--- src/rtl/sin_job_arbiter_pkg.sv ---
// Shared definitions for the sin job arbiter: FSM state encoding, default
// operand/result widths and the watchdog counter sizing helper.
package sin_pkg;

  localparam int unsigned SIN_XW = 16;
  localparam int unsigned SIN_YW = 8;
  localparam int unsigned SIN_ZW = 16;

  typedef enum logic [1:0] {
    ST_IDLE  = 2'd0,
    ST_ISSUE = 2'd1,
    ST_BUSY  = 2'd2,
    ST_DONE  = 2'd3
  } state_e;

  // Watchdog counter width: enough bits to hold timeout, never narrower than 1.
  function automatic int unsigned cnt_width(input int unsigned timeout);
    if (timeout == 0) return 1;
    return int'($clog2(timeout + 1));
  endfunction

endpackage

--- src/rtl/sin_job_arbiter_rr_pick2.sv ---
// Two-way round-robin picker: on a tie the client that was not served last wins.
module rr_pick2 (
  input  logic [1:0] req,
  input  logic       last,
  output logic       valid,
  output logic       gnt
);

  always_comb begin
    valid = |req;
    gnt   = 1'b0;
    unique case (req)
      2'b01:   gnt = 1'b0;
      2'b10:   gnt = 1'b1;
      2'b11:   gnt = ~last;
      default: gnt = 1'b0;
    endcase
  end

endmodule

--- src/rtl/sin_job_arbiter.sv ---
// Shares one sin core between two req/ack clients: round-robin grant, one-cycle
// launch, masked ready capture, per-client done pulse and a BUSY watchdog.
module sin_job_arbiter
  import sin_pkg::*;
#(
  parameter int unsigned XW      = SIN_XW,
  parameter int unsigned YW      = SIN_YW,
  parameter int unsigned ZW      = SIN_ZW,
  parameter int unsigned TIMEOUT = 1024
) (
  input  logic          clk,
  input  logic          rst,
  input  logic          req0,
  input  logic          req1,
  input  logic [XW-1:0] x0,
  input  logic [XW-1:0] x1,
  input  logic [YW-1:0] y0,
  input  logic [YW-1:0] y1,
  output logic          ack0,
  output logic          ack1,
  output logic          done0,
  output logic          done1,
  output logic [ZW-1:0] zout,
  output logic          err,
  output logic          busy,
  output logic          start,
  output logic [XW-1:0] x,
  output logic [YW-1:0] y,
  input  logic [ZW-1:0] z,
  input  logic          ready
);

  localparam int unsigned    CW      = cnt_width(TIMEOUT);
  localparam logic [CW-1:0]  CNT_MAX = CW'(TIMEOUT);
  localparam bit             WD_EN   = (TIMEOUT != 0);

  state_e        state_q, state_d;
  logic          gnt_q, gnt_d;
  logic          last_q, last_d;
  logic          mask_q, mask_d;
  logic [CW-1:0] cnt_q, cnt_d;
  logic [XW-1:0] x_q, x_d;
  logic [YW-1:0] y_q, y_d;
  logic [ZW-1:0] zout_q, zout_d;
  logic          err_q, err_d;
  logic          start_q, start_d;
  logic          ack0_q, ack0_d, ack1_q, ack1_d;
  logic          done0_q, done0_d, done1_q, done1_d;
  logic          busy_q, busy_d;
  logic          pick_valid, pick_gnt;

  rr_pick2 u_pick (
    .req   ({req1, req0}),
    .last  (last_q),
    .valid (pick_valid),
    .gnt   (pick_gnt)
  );

  // Next-state and registered-output decode.
  always_comb begin
    state_d = state_q;
    gnt_d   = gnt_q;
    last_d  = last_q;
    mask_d  = mask_q;
    cnt_d   = cnt_q;
    x_d     = x_q;
    y_d     = y_q;
    zout_d  = zout_q;
    err_d   = err_q;

    unique case (state_q)
      ST_IDLE: begin
        if (pick_valid) begin
          gnt_d   = pick_gnt;
          x_d     = pick_gnt ? x1 : x0;
          y_d     = pick_gnt ? y1 : y0;
          state_d = ST_ISSUE;
        end
      end
      ST_ISSUE: begin
        last_d  = gnt_q;
        cnt_d   = '0;
        mask_d  = 1'b1;
        state_d = ST_BUSY;
      end
      ST_BUSY: begin
        mask_d = 1'b0;
        if (cnt_q != CNT_MAX) cnt_d = cnt_q + CW'(1);
        // A real result beats a watchdog hit landing in the same cycle.
        if (!mask_q && ready) begin
          zout_d  = z;
          state_d = ST_DONE;
        end else if (WD_EN && (cnt_d == CNT_MAX)) begin
          zout_d  = '0;
          err_d   = 1'b1;
          state_d = ST_DONE;
        end
      end
      ST_DONE: begin
        state_d = ST_IDLE;
      end
      default: begin
        state_d = ST_IDLE;
      end
    endcase

    start_d = (state_d == ST_ISSUE);
    ack0_d  = start_d && !gnt_d;
    ack1_d  = start_d && gnt_d;
    done0_d = (state_d == ST_DONE) && !gnt_d;
    done1_d = (state_d == ST_DONE) && gnt_d;
    busy_d  = (state_d != ST_IDLE);
  end

  always_ff @(posedge clk or negedge rst) begin
    if (!rst) begin
      state_q <= ST_IDLE;
      gnt_q   <= 1'b0;
      last_q  <= 1'b1;
      mask_q  <= 1'b0;
      cnt_q   <= '0;
      x_q     <= '0;
      y_q     <= '0;
      zout_q  <= '0;
      err_q   <= 1'b0;
      start_q <= 1'b0;
      ack0_q  <= 1'b0;
      ack1_q  <= 1'b0;
      done0_q <= 1'b0;
      done1_q <= 1'b0;
      busy_q  <= 1'b0;
    end else begin
      state_q <= state_d;
      gnt_q   <= gnt_d;
      last_q  <= last_d;
      mask_q  <= mask_d;
      cnt_q   <= cnt_d;
      x_q     <= x_d;
      y_q     <= y_d;
      zout_q  <= zout_d;
      err_q   <= err_d;
      start_q <= start_d;
      ack0_q  <= ack0_d;
      ack1_q  <= ack1_d;
      done0_q <= done0_d;
      done1_q <= done1_d;
      busy_q  <= busy_d;
    end
  end

  assign start = start_q;
  assign ack0  = ack0_q;
  assign ack1  = ack1_q;
  assign done0 = done0_q;
  assign done1 = done1_q;
  assign busy  = busy_q;
  assign err   = err_q;
  assign zout  = zout_q;
  assign x     = x_q;
  assign y     = y_q;

endmodule
--- config.mk ---
export PLATFORM = sky130hd
export DESIGN_NAME = sin_job_arbiter
export DESIGN_NICKNAME = d
export VERILOG_FILES = /design/src/rtl/sin_job_arbiter_pkg.sv /design/src/rtl/sin_job_arbiter_rr_pick2.sv /design/src/rtl/sin_job_arbiter.sv
export SDC_FILE = /design/constraint.sdc
export NUM_CORES = 1
export LEC_CHECK = 0
export CAP_MARGIN = 20
export CORE_ASPECT_RATIO = 1.5
export CORE_MARGIN = 3
export CORE_UTILIZATION = 38
export DETAILED_ROUTE_END_ITERATION = 10
export DONT_BUFFER_PORTS = 1
export PLACE_DENSITY = 0.5
export REMOVE_ABC_BUFFERS = 1
export SYNTH_ARGS = -nofsm -noshare
export SYNTH_HDL_FRONTEND = slang
export SYNTH_SLANG_ARGS = --single-unit
--- constraint.sdc ---
create_clock -name clk -period 2.5 [get_ports clk]
set_clock_uncertainty 0.05 [all_clocks]
set_input_delay 0.25 -clock clk [delete_from_list [all_inputs] [get_ports clk]]
set_output_delay 0.25 -clock clk [all_outputs]
set_load 0.05 [all_outputs]
; ---- Word-level counts from Yosys, hierarchy flattened
; Index checks and enable logic that the tools add are counted.
[op_classes]
n_reduce_logical = 15
n_eq_ne = 9
bitwise_logic = 2
add_sub_neg = 1
n_mux = 15
[op_table]
columns = op, count
row1 = $mux W16, 3
row2 = $mux W11, 2
row3 = $pmux W11 S2, 1
row4 = $add A11 B1 Y11 const B, 1
row5 = $eq A11 B11 Y1 const B, 1
row6 = $ne A11 B11 Y1 const B, 1
row7 = $eq A2 B2 Y1 const B, 5
row8 = $mux W8, 1
row9 = $pmux W2 S4, 1
row10 = $mux W2, 3
row11 = $reduce_bool A2 Y1, 3
row12 = $logic_and A1 B1 Y1, 5
row13 = $eq A2 B1 Y1 const B, 2
row14 = $pmux W1 S2, 2
row15 = $reduce_and A2 Y1, 2
row16 = $reduce_and A3 Y1, 1
row17 = $logic_not A1 Y1, 2
row18 = $logic_not A2 Y1, 1
row19 = $mux W1, 2
row20 = $not A1 Y1, 2
row21 = $reduce_or A2 Y1, 1
[word_totals]
out_inout_bits = 47
reg_bits = 63
wordCells = 57

; ---- Logic depth before layout (Yosys ltp)
; Gate-level depths: netlist (run 1).
[depth]
depth_word = 9
depth_mapped = 9

; ---- Cells and area by module
; From an unflattened synthesis (run 1), not the netlist that was laid out.
[unflattened]
hier_cells = 311
hier_area_um2 = 3206.8
[by_module_without_submodules]
columns = mod, cells_each, instances, seq_area_each_um2, area_each_um2
row1 = sin_job_arbiter, 309, 1, 1577.8, 3193.1
row2 = rr_pick2, 2, 1, 0.0, 13.8

; ---- Least setup slack after synthesis (run 1)
; Ideal clock, no wire load.
[synth_path]
path_kind = register to register
startpoint = register cnt_q[0]
endpoint = register zout_q[0] (netlist: zout[0])
path_stages_with_launch = 9
setup_slack_ns = 0.460
t_required_ns = 2.326
n_path_buf = 1
synth_period_minus_slack_ns = 2.040
arrival_time_ns = 1.866
setup_time_ns = 0.124
cell_sequence = dfrtp_1 > ha_1 > nand3_1 > nor4_2 > mux2i_1 > o2111ai_2 > nor2_4 > buf_2 > o21ai_1
[synth_via]
elab_chain_len = 6
[synth_rtl]
columns = element, line
row1 = from (decl), sin_job_arbiter.sv:41  ; logic [CW-1:0] cnt_q, cnt_d;
row2 = from (signal assigned), sin_job_arbiter.sv:137  ; cnt_q <= cnt_d;
row3 = $add A11 B1 Y11 or $ne A11 B11 Y1 (tied branches), sin_job_arbiter.sv:88  ; if (cnt_q != CNT_MAX) cnt_d = cnt_q + CW'(1);
row4 = $mux W11 (*), sin_job_arbiter.sv:88
row5 = $mux W11 (*), sin_job_arbiter.sv:71  ; unique case (state_q)
row6 = $eq A11 B11 Y1 (*), sin_job_arbiter.sv:93  ; end else if (WD_EN && (cnt_d == CNT_MAX)) begin
row7 = $reduce_bool A2 Y1 (no line) (*), --
row8 = $reduce_and A2 Y1 (no line) (*), --
row9 = to (signal assigned), sin_job_arbiter.sv:140  ; zout_q <= zout_d;
row10 = to (decl), sin_job_arbiter.sv:44  ; logic [ZW-1:0] zout_q, zout_d;
; Mark *: on every way between the ends. The rest lies on a longest branch, timed or not. The select of a mux whose other input is x is not followed.
; A chain may end at the register's enable or synchronous reset.

; ---- Worst setup path in the final report (run 1)
[layout_path]
startpoint = register cnt_q[0]
endpoint = register ack0_q (netlist: ack0)
[layout_via]
elab_chain_len = 9
[layout_rtl]
columns = element, line
row1 = $add A11 B1 Y11 or $ne A11 B11 Y1 (tied branches), sin_job_arbiter.sv:88
row2 = $mux W11 (*), sin_job_arbiter.sv:88
row3 = $mux W11 (*), sin_job_arbiter.sv:71
row4 = $eq A11 B11 Y1 (*), sin_job_arbiter.sv:93
row5 = $mux W2 (*), sin_job_arbiter.sv:93
row6 = $mux W2 (*), sin_job_arbiter.sv:90  ; if (!mask_q && ready) begin
row7 = $pmux W2 S4 (*), sin_job_arbiter.sv:71
row8 = $eq A2 B1 Y1 (*), sin_job_arbiter.sv:107  ; start_d = (state_d == ST_ISSUE);
row9 = $logic_and A1 B1 Y1 (*), sin_job_arbiter.sv:108  ; ack0_d = start_d && !gnt_d;
row10 = via ack0_d, sin_job_arbiter.sv:47  ; logic ack0_q, ack0_d, ack1_q, ack1_d;
row11 = to (signal assigned), sin_job_arbiter.sv:143  ; ack0_q <= ack0_d;
row12 = to (decl), sin_job_arbiter.sv:47
; The timed path passes the listed nets; every way through them passes the cells marked *. The select of a mux whose other input is x is not followed.

==> results_dict.tcl, run 1 <==
set metrics [dict create \
    grt.total_usage 0.160 \
    grt_max_degree 64 \
    yosysTopAreaCell "dfrtp_1" \
    insertion_delay_ns 0.33 \
    post-route-period-util 0.874 \
    ys_types 47 \
    cts_buffers 9 \
    min_path_type "input pin to flip-flop" \
    postSynthCellCount 319 \
    p_switching_uw 2620 \
    cell_internal_pwr_uw 2850 \
    slew_headroom 0.660 \
    clockBufferDepth 2 \
    max_stage_delay_ns 0.41 \
    core_area_um2 7760 \
    place_hpwl_um 4880 \
    drt_iter0_markers 153 \
    ioPinCount 116 \
    ir_drop_mv 0.722 \
    async_reset_ff_frac 1.00 \
    cts_tree "built" \
    reg2reg_from "cnt_q[0]" \
    placed_cells 414 \
    p_clk_frac 0.248 \
    finalNonFillerCells 449 \
    drive_above_1_share 0.135 \
    final_max_slew_viol_count 0 \
    combinationalPowerShare 0.218 \
    gp_congestion 0.818 \
    drc 0 \
    area_growth_pct 21.5 \
    startpoint_type "flip-flop" \
    final_util 0.485 \
    cap_violations 0 \
    ant_nets 0 \
    worstPathCellList "ha_2, nand3_1, nor4_2, mux2i_1, o2111ai_2, o21ba_4, nor4_1" \
    port_buffers 0 \
    tightest_slew_ns 0.510 \
    switching_share 0.480 \
    diodes 0 \
    avgRoutedWirePerCell_um 15.4 \
    layout_common_cells "nand2_1, dfrtp_1, o21ai_0, mux2i_1, dlygate4sd3_1" \
    ys_top_cells_by_area "dfrtp_1, nand2_1, mux2i_1" \
    slowest_stage "dfrtp_2" \
    finalNetCount 417 \
    status "finished clean" \
    synth_enable_flop_cells 0 \
    seqPwrFrac 0.534 \
    cts_root_buf "clkbuf_16" \
    drt_first_pass_iters 4 \
    cp_max_fo 7 \
    clk_pin_slew_ns 0.05 \
    dp_slack_ns 0.173 \
    yosysWarnings 0 \
    placementRows 39 \
    rsz0062_at_grt "false" \
    layout_commonest_cell "nand2_1" \
    synth-seq-cells 63 \
    cts.sinks 63 \
    setup_viol 0 \
    crit_buf_inv 0 \
    crit_path_start "cnt_q[0]" \
    avgViaCountPerCell 5.12 \
    min_period_ns 2.19 \
    die_area_um2 9290 \
    htreeDepth 3 \
    crit_arrival_ns 2.36 \
    grt-ovfl-total 0 \
    finalWirelength_um 6920 \
    hold_viol 0 \
    path_class "flip-flop to flip-flop" \
    tns_ns 0 \
    finalWorstSetupSlack_ns 0.314 \
    grt_pass1_wl_um 11300 \
    die_w_um 79.7 \
    cpLargestDelayFamily "simple AND/OR/NAND/NOR gates" \
    syn_area_um2 3100 \
    power_leakage_uw 0.00166 \
    synth_top_area_frac 0.501 \
    die_h_um 117 \
    critPathCaptureType "flip-flop" \
    start_util 0.399 \
    via_count 2299 \
    pwr_density_cell_nw_per_um2 1450 \
    syn_area_per_cell_um2 9.70 \
    yosysSeqAreaShare 0.510 \
    ys_dominant_reg_cell "dfrtp_1" \
    critical_path_required_ns 2.68 \
    fin_total_pwr_uw 5470 \
    antenna_found_initial 0 \
    hp-start "y0[4]" \
    grt_pass1_vias 2337 \
    fmax_ghz 0.457 \
]
cell families (layout without fill, tap and decap cells):
| family | Yosys count | count (layout) | synth area share |
|---|---|---|---|
| mux | 28 | 28 | 0.0918 |
| simple gates | 117 | 117 | 0.184 |
| buf+inv | 30 | 58 | 0.0477 |
| flops | 63 | 63 | 0.510 |
| compound gates | 75 | 75 | 0.143 |
| fa+ha+maj | 6 | 6 | 0.0243 |
cell usage after synthesis, types with 3 or more instances:
master / n
clkbuf_1: 8
dfrtp_1: 62
mux2_2: 3
nor3_1: 5
buf_2: 4
a21oi_1: 4
ha_1: 6
o21ai_0: 39
o21ai_1: 16
nand2_1: 77
inv_1: 12
nor2_1: 7
mux2i_1: 25
buf_6: 3
nand3_1: 7
cell type report:
| type | count | area [µm²] |
|---|---|---|
| multi-input combinational | 226 | 1390 |
| tap | 102 | 128 |
| inverter | 13 | 48.8 |
| clock buffer | 13 | 260 |
| fill | 717 | 4000 |
| clock inverter | 3 | 65.1 |
| sequential | 63 | 1580 |
| timing repair buffer | 29 | 293 |
sequential cells by signal, summed over array words and instances (netlist names):
register  flops
start         1
zout         16
cnt_q        11
last_q        1
x            16
ack1          1
err           1
y             8
gnt_q         1
ack0          1
state_q       2
mask_q        1
done1         1
done0         1
busy          1
metrics by stage:
| step | hold WS [ns] | instance area [µm²] |
|---|---|---|
| after floorplan | -0.0956 | 3000 |
| after global placement | -0.0928 | 3210 |
| after detailed placement | -0.0925 | 3210 |
| after CTS | 0.0624 | 3740 |
| after global routing | 0.0743 | 3760 |
| final | 0.0715 | 3760 |
layer usage:
layer	vias up	global-route usage	share of wire	wire length, µm
li1	1143	-	-	-
met1	1048	0.181	0.39	2700
met2	94	0.257	0.50	3480
met3	14	0.0679	0.082	571
met4	0	0.0837	0.024	167
met5	-	0	0	0
what timing repair did:
item,4_1_cts,5_1_grt
hold buffers,18,0
endpoints found under the setup margin,0,19
setup buffers,0,1
hold endpoints to repair,79,0
resized for setup,0,2
worst reg2reg max path: cells and delay by family (launching register included):
family	cells	cell delay, ns
AND/OR/NAND/NOR	3	0.60
AO/OA/AOI/OAI	2	0.48
flip-flops	1	0.41
multiplexers	1	0.31
adder cells (fa/ha/maj)	1	0.24
worst paths after layout:
| kind | to | slack [ns] | depth (start not counted) |
|---|---|---|---|
| min reg2reg | mask_q | 0.45 | 1 |
| max reg2reg | ack0 | 0.31 | 7 |
| max | ack0 | 0.31 | 7 |
| min | y[4] | 0.07 | 2 |
| min in group asynchronous | cnt_q[6] | 0.40 | 2 |
| max in group asynchronous | last_q | 1.68 | 2 |
power groups by stage:
stage	combinational, µW	clock [µW]	sequential, µW
2_1_floorplan	880	0	2840
3_3_place_gp	1140	0	2940
3_5_place_dp	1180	0	2940
4_1_cts	1220	1390	2930
5_1_grt	1400	1440	2970
6_report	1190	1360	2920
No activity file was read; power rests on OpenSTA's default activity.
==> run 2, diff against run 1 <==
--- a/config.mk
+++ b/config.mk
@@ -6,12 +6,14 @@
 export NUM_CORES = 1
 export LEC_CHECK = 0
 export CAP_MARGIN = 20
+export CELL_PAD_IN_SITES_DETAIL_PLACEMENT = 0
+export CELL_PAD_IN_SITES_GLOBAL_PLACEMENT = 1
 export CORE_ASPECT_RATIO = 1.5
 export CORE_MARGIN = 3
 export CORE_UTILIZATION = 38
 export DETAILED_ROUTE_END_ITERATION = 10
 export DONT_BUFFER_PORTS = 1
-export PLACE_DENSITY = 0.5
+export PLACE_DENSITY = 0.64
 export REMOVE_ABC_BUFFERS = 1
 export SYNTH_ARGS = -nofsm -noshare
 export SYNTH_HDL_FRONTEND = slang
==> run 2 against run 1 <==
Cell count shrank 0.89%. Power grew 0.95%. Count of clock-buffer cells in the layout shrank 2. Cell area shrank 0.20%. Combinational power shrank 3%. Critical path type unchanged. Global-route usage shrank 0.15 points. Maximum frequency shrank 1.1%. Highest routed layer unchanged. Critical endpoint unchanged.
==> results_dict.tcl, run 2 (synthesized netlist as in run 1, its figures left out) <==
set metrics [dict create \
    power_leakage_uw 0.00166 \
    final_max_slew_viol_count 0 \
    finalWorstSetupSlack_ns 0.289 \
    clk_pin_slew_ns 0.06 \
    cts.sinks 63 \
    antenna_found_initial 0 \
    fill_cells 737 \
    crit_path_start "cnt_q[0]" \
    cts_tree "built" \
    die_h_um 117 \
    core_area_um2 7760 \
    tns_ns 0 \
    avgViaCountPerCell 5.25 \
    fmax_ghz 0.452 \
    cap_violations 0 \
    slew_headroom 0.663 \
    insertion_delay_ns 0.32 \
    die_area_um2 9290 \
    cell_internal_pwr_uw 2920 \
    endpoint "ack0" \
    hold_viol 0 \
    path_class "flip-flop to flip-flop" \
    post-route-period-util 0.884 \
    ir_drop_mv 0.716 \
    ioPinCount 116 \
    gp_congestion 0.802 \
    htreeDepth 3 \
    grt-ovfl-total 0 \
    combinationalPowerShare 0.207 \
    finalNonFillerCells 445 \
    port_buffers 0 \
    pwr_density_cell_nw_per_um2 1470 \
    avgRoutedWirePerCell_um 15.6 \
    startpoint_type "flip-flop" \
    rsz0062_at_grt "false" \
    min_path_type "input pin to flip-flop" \
    cp_max_fo 7 \
    critPathCaptureType "flip-flop" \
    grt_pass1_vias 2376 \
    layout_common_cells "nand2_1, dfrtp_1, o21ai_0, mux2i_1, o21ai_1" \
    place_hpwl_um 4950 \
    drt_first_pass_iters 4 \
    ant_nets 0 \
    finalNetCount 413 \
    regToRegEndpoint "ack0" \
    status "finished clean" \
    placementRows 39 \
    area_growth_pct 21.3 \
    placed_cells 412 \
    cts_buffers 9 \
    fin_area_um2 3750 \
    finalWirelength_um 6950 \
    grt_pass1_wl_um 11300 \
    setup_viol 0 \
    p_switching_uw 2610 \
    reg2reg_from "cnt_q[0]" \
    rrSetupSlack_ns 0.29 \
    seqPwrFrac 0.526 \
    via_count 2338 \
    switching_share 0.472 \
    grt.total_usage 0.159 \
    drc 0 \
    start_util 0.399 \
    tightest_slew_ns 0.505 \
    critical_path_required_ns 2.68 \
    min_period_ns 2.21 \
    clockBufferDepth 2 \
    drt_iter0_markers 118 \
    crit_arrival_ns 2.39 \
    cts_root_buf "clkbuf_16" \
    p_clk_frac 0.266 \
    drive_above_1_share 0.137 \
    dp_slack_ns 0.158 \
    layout_commonest_cell "nand2_1" \
    diodes 0 \
    die_w_um 79.7 \
    placed_area_um2 3200 \
    reg2regPathDepth 7 \
    grt_max_degree 64 \
    final_util 0.484 \
]
==> run 2: cell types whose count changed in the layout (fill, tap and decap cells not counted), sizes merged <==
cell / delta
buf: -1
bufinv: +1
clkbuf: -2
clkinv: +1
dlygate4sd3: -3
==> run 2: layer usage <==
metal / GRT usage / part of all wire / vias up
li1: - / - / 1133
met1: 0.181 / 0.38 / 1102
met2: 0.255 / 0.51 / 87
met3: 0.0532 / 0.083 / 16
met4: 0.0975 / 0.027 / 0
met5: 0 / 0 / -
==> run 2: worst min-delay path by stage <==
stage | from | endpoint | slack, ns | cells past startpoint
3_5_place_dp | rst | cnt_q[6] | -0.09 | 0
5_1_grt | z[7] | zout[7] | 0.01 | 2
4_1_cts | z[7] | zout[7] | 0.0001 | 2
2_1_floorplan | rst | ack0 | -0.1 | 0
6_report | z[1] | zout[1] | 0.004 | 2
3_3_place_gp | rst | cnt_q[7] | -0.09 | 0
==> run 2: worst max-delay path: stages (launching register included) <==
cell and delay [ns]:
dfrtp_1 0.43, ha_2 0.26, nand3_1 0.17, nor4_2 0.21, mux2i_1 0.29, o2111ai_2 0.22, o21ba_4 0.27, nor4_1 0.21
==> run 2: through the flow <==
step | power, µW | hold WS, ns
global route | 5880 | 0.0140
detailed placement | 4070 | -0.0930
floorplan | 3720 | -0.0956
global placement | 4040 | -0.0930
CTS | 5610 | 0.000113
finish | 5520 | 0.00362
==> run 2: cell type report <==
class                   instances  area (µm²)  share of cell area
inverters                      13        48.8              0.0130
multi-input cells             226        1390               0.370
clock inverters                 5         104              0.0277
clock buffers                  11         253              0.0673
flip-flops and latches         63        1580               0.420
well taps                     102         128              0.0340
repair buffers                 25         255              0.0680
==> run 2: repair_timing <==
action                     in CTS  in global routing
setup endpoints to repair       0                 19
hold endpoints to repair       76                  0
hold buffers                   15                  0
buffers inserted                0                  2
resized for setup               0                  1
==> run 2: power groups by stage <==
stage               registers (µW)  logic (µW)  clock network, µW
floorplan                     2840         880                  0
global placement              2940        1110                  0
detailed placement            2930        1140                  0
CTS                           2920        1180               1510
global route                  2960        1370               1550
finish                        2910        1150               1470
